$ cat config.mk
export PLATFORM = sky130hd
export DESIGN_NAME = program_loader
export DESIGN_NICKNAME = d
export VERILOG_FILES = /design/src/rtl/program_loader.sv
export SDC_FILE = /design/constraint.sdc
export NUM_CORES = 1
export LEC_CHECK = 0
export CORE_MARGIN = 5
export CORE_UTILIZATION = 29
export CTS_CLUSTER_SIZE = 20
export DETAILED_ROUTE_END_ITERATION = 7
export GPL_ROUTABILITY_DRIVEN = 0
export PLACE_DENSITY = 0.55
export SYNTH_ARGS = -nofsm -noshare
export SYNTH_HDL_FRONTEND = slang
export SYNTH_SLANG_ARGS = --single-unit
export TNS_END_PERCENT = 20
$ cat constraint.sdc
create_clock -name clk_i -period 1.9 [get_ports clk_i]
set_input_delay 0.475 -clock clk_i [delete_from_list [all_inputs] [get_ports clk_i]]
set_output_delay 0.475 -clock clk_i [all_outputs]
set_load 0.005 [all_outputs]
$ cat src/rtl/program_loader.sv
// Instruction-memory program loader: streams host words into memory from address 0,
// optionally reads the image back against a running checksum, then releases the core.
module program_loader #(
    parameter int unsigned ADDR_W = 8,
    parameter int unsigned DATA_W = 32,
    parameter bit          VERIFY = 1'b1
) (
    input  logic              clk_i,
    input  logic              clr_ni,
    input  logic              start_i,
    input  logic [ADDR_W-1:0] len_i,
    input  logic              halt_i,
    input  logic              host_valid_i,
    input  logic [DATA_W-1:0] host_data_i,
    output logic              host_ready_o,
    output logic              mem_en_o,
    output logic              mem_wen_o,
    output logic [ADDR_W-1:0] mem_addr_o,
    output logic [DATA_W-1:0] mem_wdata_o,
    input  logic [DATA_W-1:0] mem_rdata_i,
    output logic              cpu_clr_o,
    output logic              busy_o,
    output logic              done_o,
    output logic              error_o,
    output logic [DATA_W-1:0] load_csum_o
);

    typedef enum logic [2:0] {StIdle, StLoad, StVerify, StRun, StError} state_e;

    state_e            state_q, state_d;
    logic [ADDR_W-1:0] len_q, len_d;
    logic [ADDR_W-1:0] addr_q, addr_d;
    logic [DATA_W-1:0] csum_q, csum_d;
    logic [DATA_W-1:0] rb_csum_q, rb_csum_d;
    logic [ADDR_W:0]   vcnt_q, vcnt_d;
    logic              cpu_clr_q, cpu_clr_d;

    logic              xfer;
    logic              rd_issue;
    logic [ADDR_W:0]   vcnt_last;
    logic [DATA_W-1:0] rb_next;

    function automatic logic [DATA_W-1:0] csum_fold(input logic [DATA_W-1:0] c,
                                                    input logic [DATA_W-1:0] w);
        return {c[DATA_W-2:0], c[DATA_W-1]} ^ w;
    endfunction

    assign xfer      = (state_q == StLoad) && host_valid_i;
    // Verify runs len+2 cycles: reads on 0..len, the last cycle only folds the final read.
    assign vcnt_last = {1'b0, len_q} + {{ADDR_W{1'b0}}, 1'b1};
    assign rd_issue  = (state_q == StVerify) && (vcnt_q <= {1'b0, len_q});
    assign rb_next   = csum_fold(rb_csum_q, mem_rdata_i);

    always_comb begin
        state_d   = state_q;
        len_d     = len_q;
        addr_d    = addr_q;
        csum_d    = csum_q;
        rb_csum_d = rb_csum_q;
        vcnt_d    = vcnt_q;
        case (state_q)
            StIdle, StError: begin
                if (start_i) begin
                    state_d = StLoad;
                    len_d   = len_i;
                    addr_d  = '0;
                    csum_d  = '0;
                end
            end
            StLoad: begin
                if (xfer) begin
                    csum_d = csum_fold(csum_q, host_data_i);
                    if (addr_q == len_q) begin
                        state_d   = VERIFY ? StVerify : StRun;
                        vcnt_d    = '0;
                        rb_csum_d = '0;
                    end else begin
                        addr_d = addr_q + {{(ADDR_W-1){1'b0}}, 1'b1};
                    end
                end
            end
            StVerify: begin
                vcnt_d = vcnt_q + {{ADDR_W{1'b0}}, 1'b1};
                if (vcnt_q != '0) begin
                    rb_csum_d = rb_next;
                end
                if (vcnt_q == vcnt_last) begin
                    state_d = (rb_next == csum_q) ? StRun : StError;
                end
            end
            StRun: begin
                if (halt_i) begin
                    state_d = StIdle;
                end
            end
            default: state_d = StIdle;
        endcase
        // Registered so the core reset only moves on clock edges.
        cpu_clr_d = (state_d != StRun);
    end

    always_ff @(posedge clk_i or negedge clr_ni) begin
        if (!clr_ni) begin
            state_q   <= StIdle;
            len_q     <= '0;
            addr_q    <= '0;
            csum_q    <= '0;
            rb_csum_q <= '0;
            vcnt_q    <= '0;
            cpu_clr_q <= 1'b1;
        end else begin
            state_q   <= state_d;
            len_q     <= len_d;
            addr_q    <= addr_d;
            csum_q    <= csum_d;
            rb_csum_q <= rb_csum_d;
            vcnt_q    <= vcnt_d;
            cpu_clr_q <= cpu_clr_d;
        end
    end

    always_comb begin
        host_ready_o = (state_q == StLoad);
        mem_en_o     = xfer || rd_issue;
        mem_wen_o    = xfer;
        mem_addr_o   = '0;
        if (xfer) begin
            mem_addr_o = addr_q;
        end else if (rd_issue) begin
            mem_addr_o = vcnt_q[ADDR_W-1:0];
        end
        mem_wdata_o  = xfer ? host_data_i : '0;
        busy_o       = (state_q == StLoad) || (state_q == StVerify);
        done_o       = (state_q == StRun);
        error_o      = (state_q == StError);
        load_csum_o  = (state_q == StRun) ? csum_q : '0;
        cpu_clr_o    = cpu_clr_q;
    end

endmodule
Word level (Yosys, flattened, before mapping)
Index checks and enable logic that the tools add are counted.
W data, S select, Z words.
{"block": "word_totals", "ff_bits": 93, "in_bits": 77, "output_inout_bits": 79, "wordCells": 65}
{"block": "classes", "n_addsub": 3, "magnitude_cmp": 1, "eq_ne": 13, "muxes": 25, "bitwise": 2, "reduce_logical": 14}
{"operator": "$mux W32", "n": 7}
{"operator": "$pmux W32 S2", "n": 2}
{"operator": "$xor A32 B32 Y32", "n": 2}
{"operator": "$mux W8", "n": 5}
{"operator": "$eq A32 B32 Y1", "n": 1}
{"operator": "$mux W3", "n": 6}
{"operator": "$mux W9", "n": 2}
{"operator": "$pmux W9 S2", "n": 1}
{"operator": "$pmux W8 S2", "n": 1}
{"operator": "$pmux W3 S4", "n": 1}
{"operator": "$add A8 B1 Y9 const B", "n": 1}
{"operator": "$add A9 B1 Y9 const B", "n": 1}
{"operator": "$eq A9 B9 Y1", "n": 1}
{"operator": "$le A9 B8 Y1", "n": 1}
{"operator": "$reduce_bool A9 Y1", "n": 1}
{"operator": "$add A8 B1 Y8 const B", "n": 1}
{"operator": "$eq A8 B8 Y1", "n": 1}
{"operator": "$reduce_and A4 Y1", "n": 2}
{"operator": "$eq A3 B2 Y1 const B", "n": 2}
{"operator": "$ne A2 B1 Y1 const B", "n": 3}
{"operator": "$reduce_and A3 Y1", "n": 2}
{"operator": "$ne A2 B2 Y1 const B", "n": 2}
{"operator": "$reduce_bool A2 Y1", "n": 2}
{"operator": "$eq A3 B1 Y1 const B", "n": 1}
{"operator": "7 further kinds", "n": 9}

Logic depth before layout (Yosys ltp)
{"block": "depth", "word_depth": 6, "mapped_depth": 9, "ltp_nobuf": 8}

Worst setup path before layout
OpenSTA, ideal clock, no wires.
{"block": "synth_path", "path_type": "register to output", "startpoint": "register vcnt_q[1]", "endpoint": "output mem_en_o", "arrival_ns": 1.747, "t_required_ns": 1.425, "path_slack_ns": -0.322, "path_stages_with_launch": 8, "path_buffers": 0, "path_cell_list": "dfrtp_1 -> ha_1 -> nor2b_1 -> o21a_1 -> o21a_1 -> o21ai_0 -> a21oi_1 -> o41ai_1"}
{"block": "synth_via", "elab_chain_cells": 3}
{"element": "start, declared", "line": "35", "text": "logic [ADDR_W:0] vcnt_q, vcnt_d;"}
{"element": "start signal, assigned", "line": "117", "text": "vcnt_q <= vcnt_d;"}
{"element": "$le A9 B8 Y1", "line": "51", "text": "assign rd_issue = (state_q == StVerify) && (vcnt_q <= {1'b0, len_q});"}
{"element": "$logic_and A1 B1 Y1", "line": "51"}
{"element": "$logic_or A1 B1 Y1", "line": "124", "text": "mem_en_o = xfer || rd_issue;"}
{"element": "end, declared", "line": "16", "text": "output logic mem_en_o,"}
No other way between the ends.

Worst setup path in the final report
{"block": "layout_path", "startpoint": "register len_q[1]", "endpoint": "output mem_addr_o[7]"}
{"block": "layout_via", "elab_chain_cells": 4}
{"element": "start, declared", "line": "31", "text": "logic [ADDR_W-1:0] len_q, len_d;"}
{"element": "start signal, assigned", "line": "113", "text": "len_q <= len_d;"}
{"element": "$le A9 B8 Y1", "line": "51"}
{"element": "$logic_and A1 B1 Y1", "line": "51"}
{"element": "$mux W8", "line": "129", "text": "end else if (rd_issue) begin"}
{"element": "$mux W8", "line": "127", "text": "if (xfer) begin"}
{"element": "end, declared", "line": "18", "text": "output logic [ADDR_W-1:0] mem_addr_o,"}
No other way between the ends.

==> impl_metrics.json <==
{
  "status": "finished, violations left",
  "violations": "negative setup slack",
  "synthSimpleGateAreaFrac_pct": 20.5,
  "finish.utilization_pct": 48.1,
  "layout-drive-gt1-share_pct": 38.7,
  "finalCritPeriodShare_pct": 142,
  "clock_path_buffers": 2,
  "ant_nets": 0,
  "finalHoldViolCount": 0,
  "yosysWarnings": 0,
  "rsz0062_at_grt": "true",
  "synth.area.mux_share_pct": 0.367,
  "startpoint_type": "register",
  "cts_hold_buf": 0,
  "synth_xor_area_share_pct": 23.1,
  "routedWlPerCell_um": 17.9,
  "synth-compound-area-share_pct": 12.3,
  "io_pins": 156,
  "synthCells": 642,
  "drc": 0,
  "final.min_clock_period_ns": 2.69,
  "cts_buffers": 9,
  "antenna_found_initial": 0,
  "clock.fmax_mhz": 372,
  "critPathKind": "reg2out",
  "setup-violations-final": 124,
  "die_w_um": 156,
  "synth_top_family_by_area": "XOR/XNOR gates",
  "grt_max_degree": 35,
  "clock-sinks": 93,
  "grt_usage_pct": 17.9,
  "finalWirelength_um": 22000,
  "final_cell_mix": "buf_4 (137), dfrtp_1 (92), xnor2_1 (88)",
  "crit_fanout": 8,
  "ir_drop_uv": 659,
  "async_flop_share_pct": 100,
  "syn_avg_cell_area_um2": 9.57,
  "post_dp_cell_area_um2": 9150,
  "synth_seq_area_share_pct": 37.9,
  "finish.instance_area_um2": 10100,
  "synth.cell_area_um2": 6140,
  "nFillCells": 2028,
  "hold_ws_ns": 0.0412,
  "dieArea_um2": 24200,
  "vias_per_cell": 4.82,
  "clock_latency_ns": 0.36,
  "hold_class": "in2async",
  "worst_pin_slew_ns": 0.617,
  "power_density_nw_per_um2": 1250,
  "io_buffers": 155,
  "critPathRequiredTime_ns": 1.42,
  "clkTransAtPathRegs_ns": 0.08,
  "synth_fa_ha_area_share_pct": 2.44,
  "fin_ws_ns": -0.792,
  "cts_tree": "yes",
  "synth_edf_count": 0,
  "synth_cell_types": 51,
  "p_leak_uw": 0.00448,
  "grt_pass1_vias": 6037,
  "cp_data_arrival_time_ns": 2.22,
  "grt_remaining_overflow": 0,
  "skew_ns": 0.0110,
  "core_area_um2": 21000,
  "tns_ns": -30.25,
  "syn_nets": 731,
  "diodes": 0,
  "htree_levels": 3,
  "slew_headroom_pct": 58.6,
  "mostFrequentLayoutCell": "buf_4",
  "fin_nets": 1034,
  "drtIter0Drc": 285,
  "initial_utilization_pct": 29.3,
  "grt_pass1_wl_um": 34100,
  "synthToLayoutAreaGrowth_pct": 63.9,
  "synthFlopType": "dfrtp_1",
  "cp-end-kind": "output pin",
  "placementRows": 53,
  "vias": 5902,
  "die_h_um": 156,
  "maxSlewViolCount": 0,
  "drt_first_pass_iters": 4,
  "cts-root-buf": "clkbuf_16",
  "synth_seq_cells": 93,
  "hpwl_um": 15900,
  "maxCapViolCount": 0
}
[state kept, by name, indices dropped and copies added, names as in the netlist]
register   count
csum_q        32
rb_csum_q     32
vcnt_q         9
addr_q         8
len_q          8
state_q        3
cpu_clr_o      1
[layer usage]
metal  part of all wire (%)  GRT usage, %  up-vias  routed length, µm
met2                     49          29.9      142              10800
met3                    5.0          3.63       18               1100
met1                     45          24.1     2871               9800
met5                      0             0        -                  0
li1                       -             -     2871                  -
met4                    1.4          4.17        0                307
[cells in the mapped netlist (2+ instances only)]
library cell / n / area share [%]
clkbuf_1: 35 / 2.1
ha_1: 12 / 2.4
xor2_1: 10 / 1.4
nand4_1: 14 / 1.4
nand2_1: 88 / 5.4
nand2b_1: 3 / 0.31
and4_1: 2 / 0.29
nand3_1: 6 / 0.49
buf_2: 5 / 0.41
nor2b_1: 4 / 0.41
o31ai_1: 33 / 4.0
mux2_2: 2 / 0.37
dfrtp_1: 92 / 37
nor3_1: 10 / 0.81
xnor3_1: 24 / 8.8
xnor2_1: 90 / 13
a21oi_1: 5 / 0.41
inv_1: 12 / 0.73
nand3b_1: 9 / 1.1
and3_1: 66 / 6.7
o21ai_0: 53 / 4.3
a211oi_1: 2 / 0.24
and2_1: 2 / 0.20
nor4_1: 6 / 0.61
or3_1: 2 / 0.20
a22oi_1: 8 / 0.98
inv_2: 2 / 0.12
o21a_1: 3 / 0.37
nor2_1: 20 / 1.2
[metrics by stage]
| step | power, µW | setup slack, ns | std cells |
|---|---|---|---|
| finish | 12600 | -0.792 | 1225 |
| CTS | 12300 | -0.770 | 1216 |
| global route | 13400 | -0.847 | 1225 |
| floorplan | 6100 | -0.203 | 642 |
| detailed placement | 9260 | -0.792 | 1180 |
| global placement | 9180 | -0.785 | 1180 |
[timing repair]
item                                   CTS  global route
endpoints found under the hold margin    0             0
setup buffers                           19            12
setup endpoints to repair              136           127
cloned                                   2             1
gates resized for setup                358            94
pin swaps                               14             4
[critical path, cell delays in order (launching register included)]
cell,delay (ns)
dfrtp_1,0.39
inv_2,0.09
ha_4,0.21
nor2b_4,0.12
o21a_1,0.16
o21a_1,0.18
o21ai_2,0.14
a21oi_2,0.10
buf_12,0.15
buf_6,0.11
o21ai_2,0.09
buf_2,0.12
[logic make-up after synthesis]
family,after synthesis
AO/OA/AOI/OAI,116
XOR/XNOR,124
adder cells (fa/ha/maj),12
buffers and inverters,55
flip-flops,93
multiplexers,2
AND/OR/NAND/NOR,240
[path summary, 6_finish.rpt]
path	to	cells after the start	slack (ns)	start
setup / recovery	mem_addr_o[7]	11	-0.79	len_q[1]
hold / removal	rb_csum_q[13]	1	0.04	clr_ni
setup reg to reg	addr_q[5]	10	-0.40	state_q[2]
hold reg to reg	rb_csum_q[12]	2	0.51	rb_csum_q[12]
max in group asynchronous	csum_q[2]	2	1.24	clr_ni
min in group clk_i	rb_csum_q[12]	2	0.51	rb_csum_q[12]
[cell type report]
cell class / instances / area (µm²) / area share, %
clock buffer: 9 / 225 / 2.24
clock inverter: 7 / 81.3 / 0.808
inverter: 14 / 57.6 / 0.572
multi-input combinational: 494 / 4080 / 40.5
sequential: 93 / 2330 / 23.1
tap: 275 / 344 / 3.42
timing repair buffer: 333 / 2960 / 29.4
[power breakdown]
part	internal, µW	switching, µW	total (µW)	leakage [µW]
registers	2550	617	3170	0.00119
clock network	1040	882	1920	0.000146
logic	4080	3460	7540	0.00315
total	7680	4950	12600	0.00448
No activity file was read; power rests on OpenSTA's default activity.
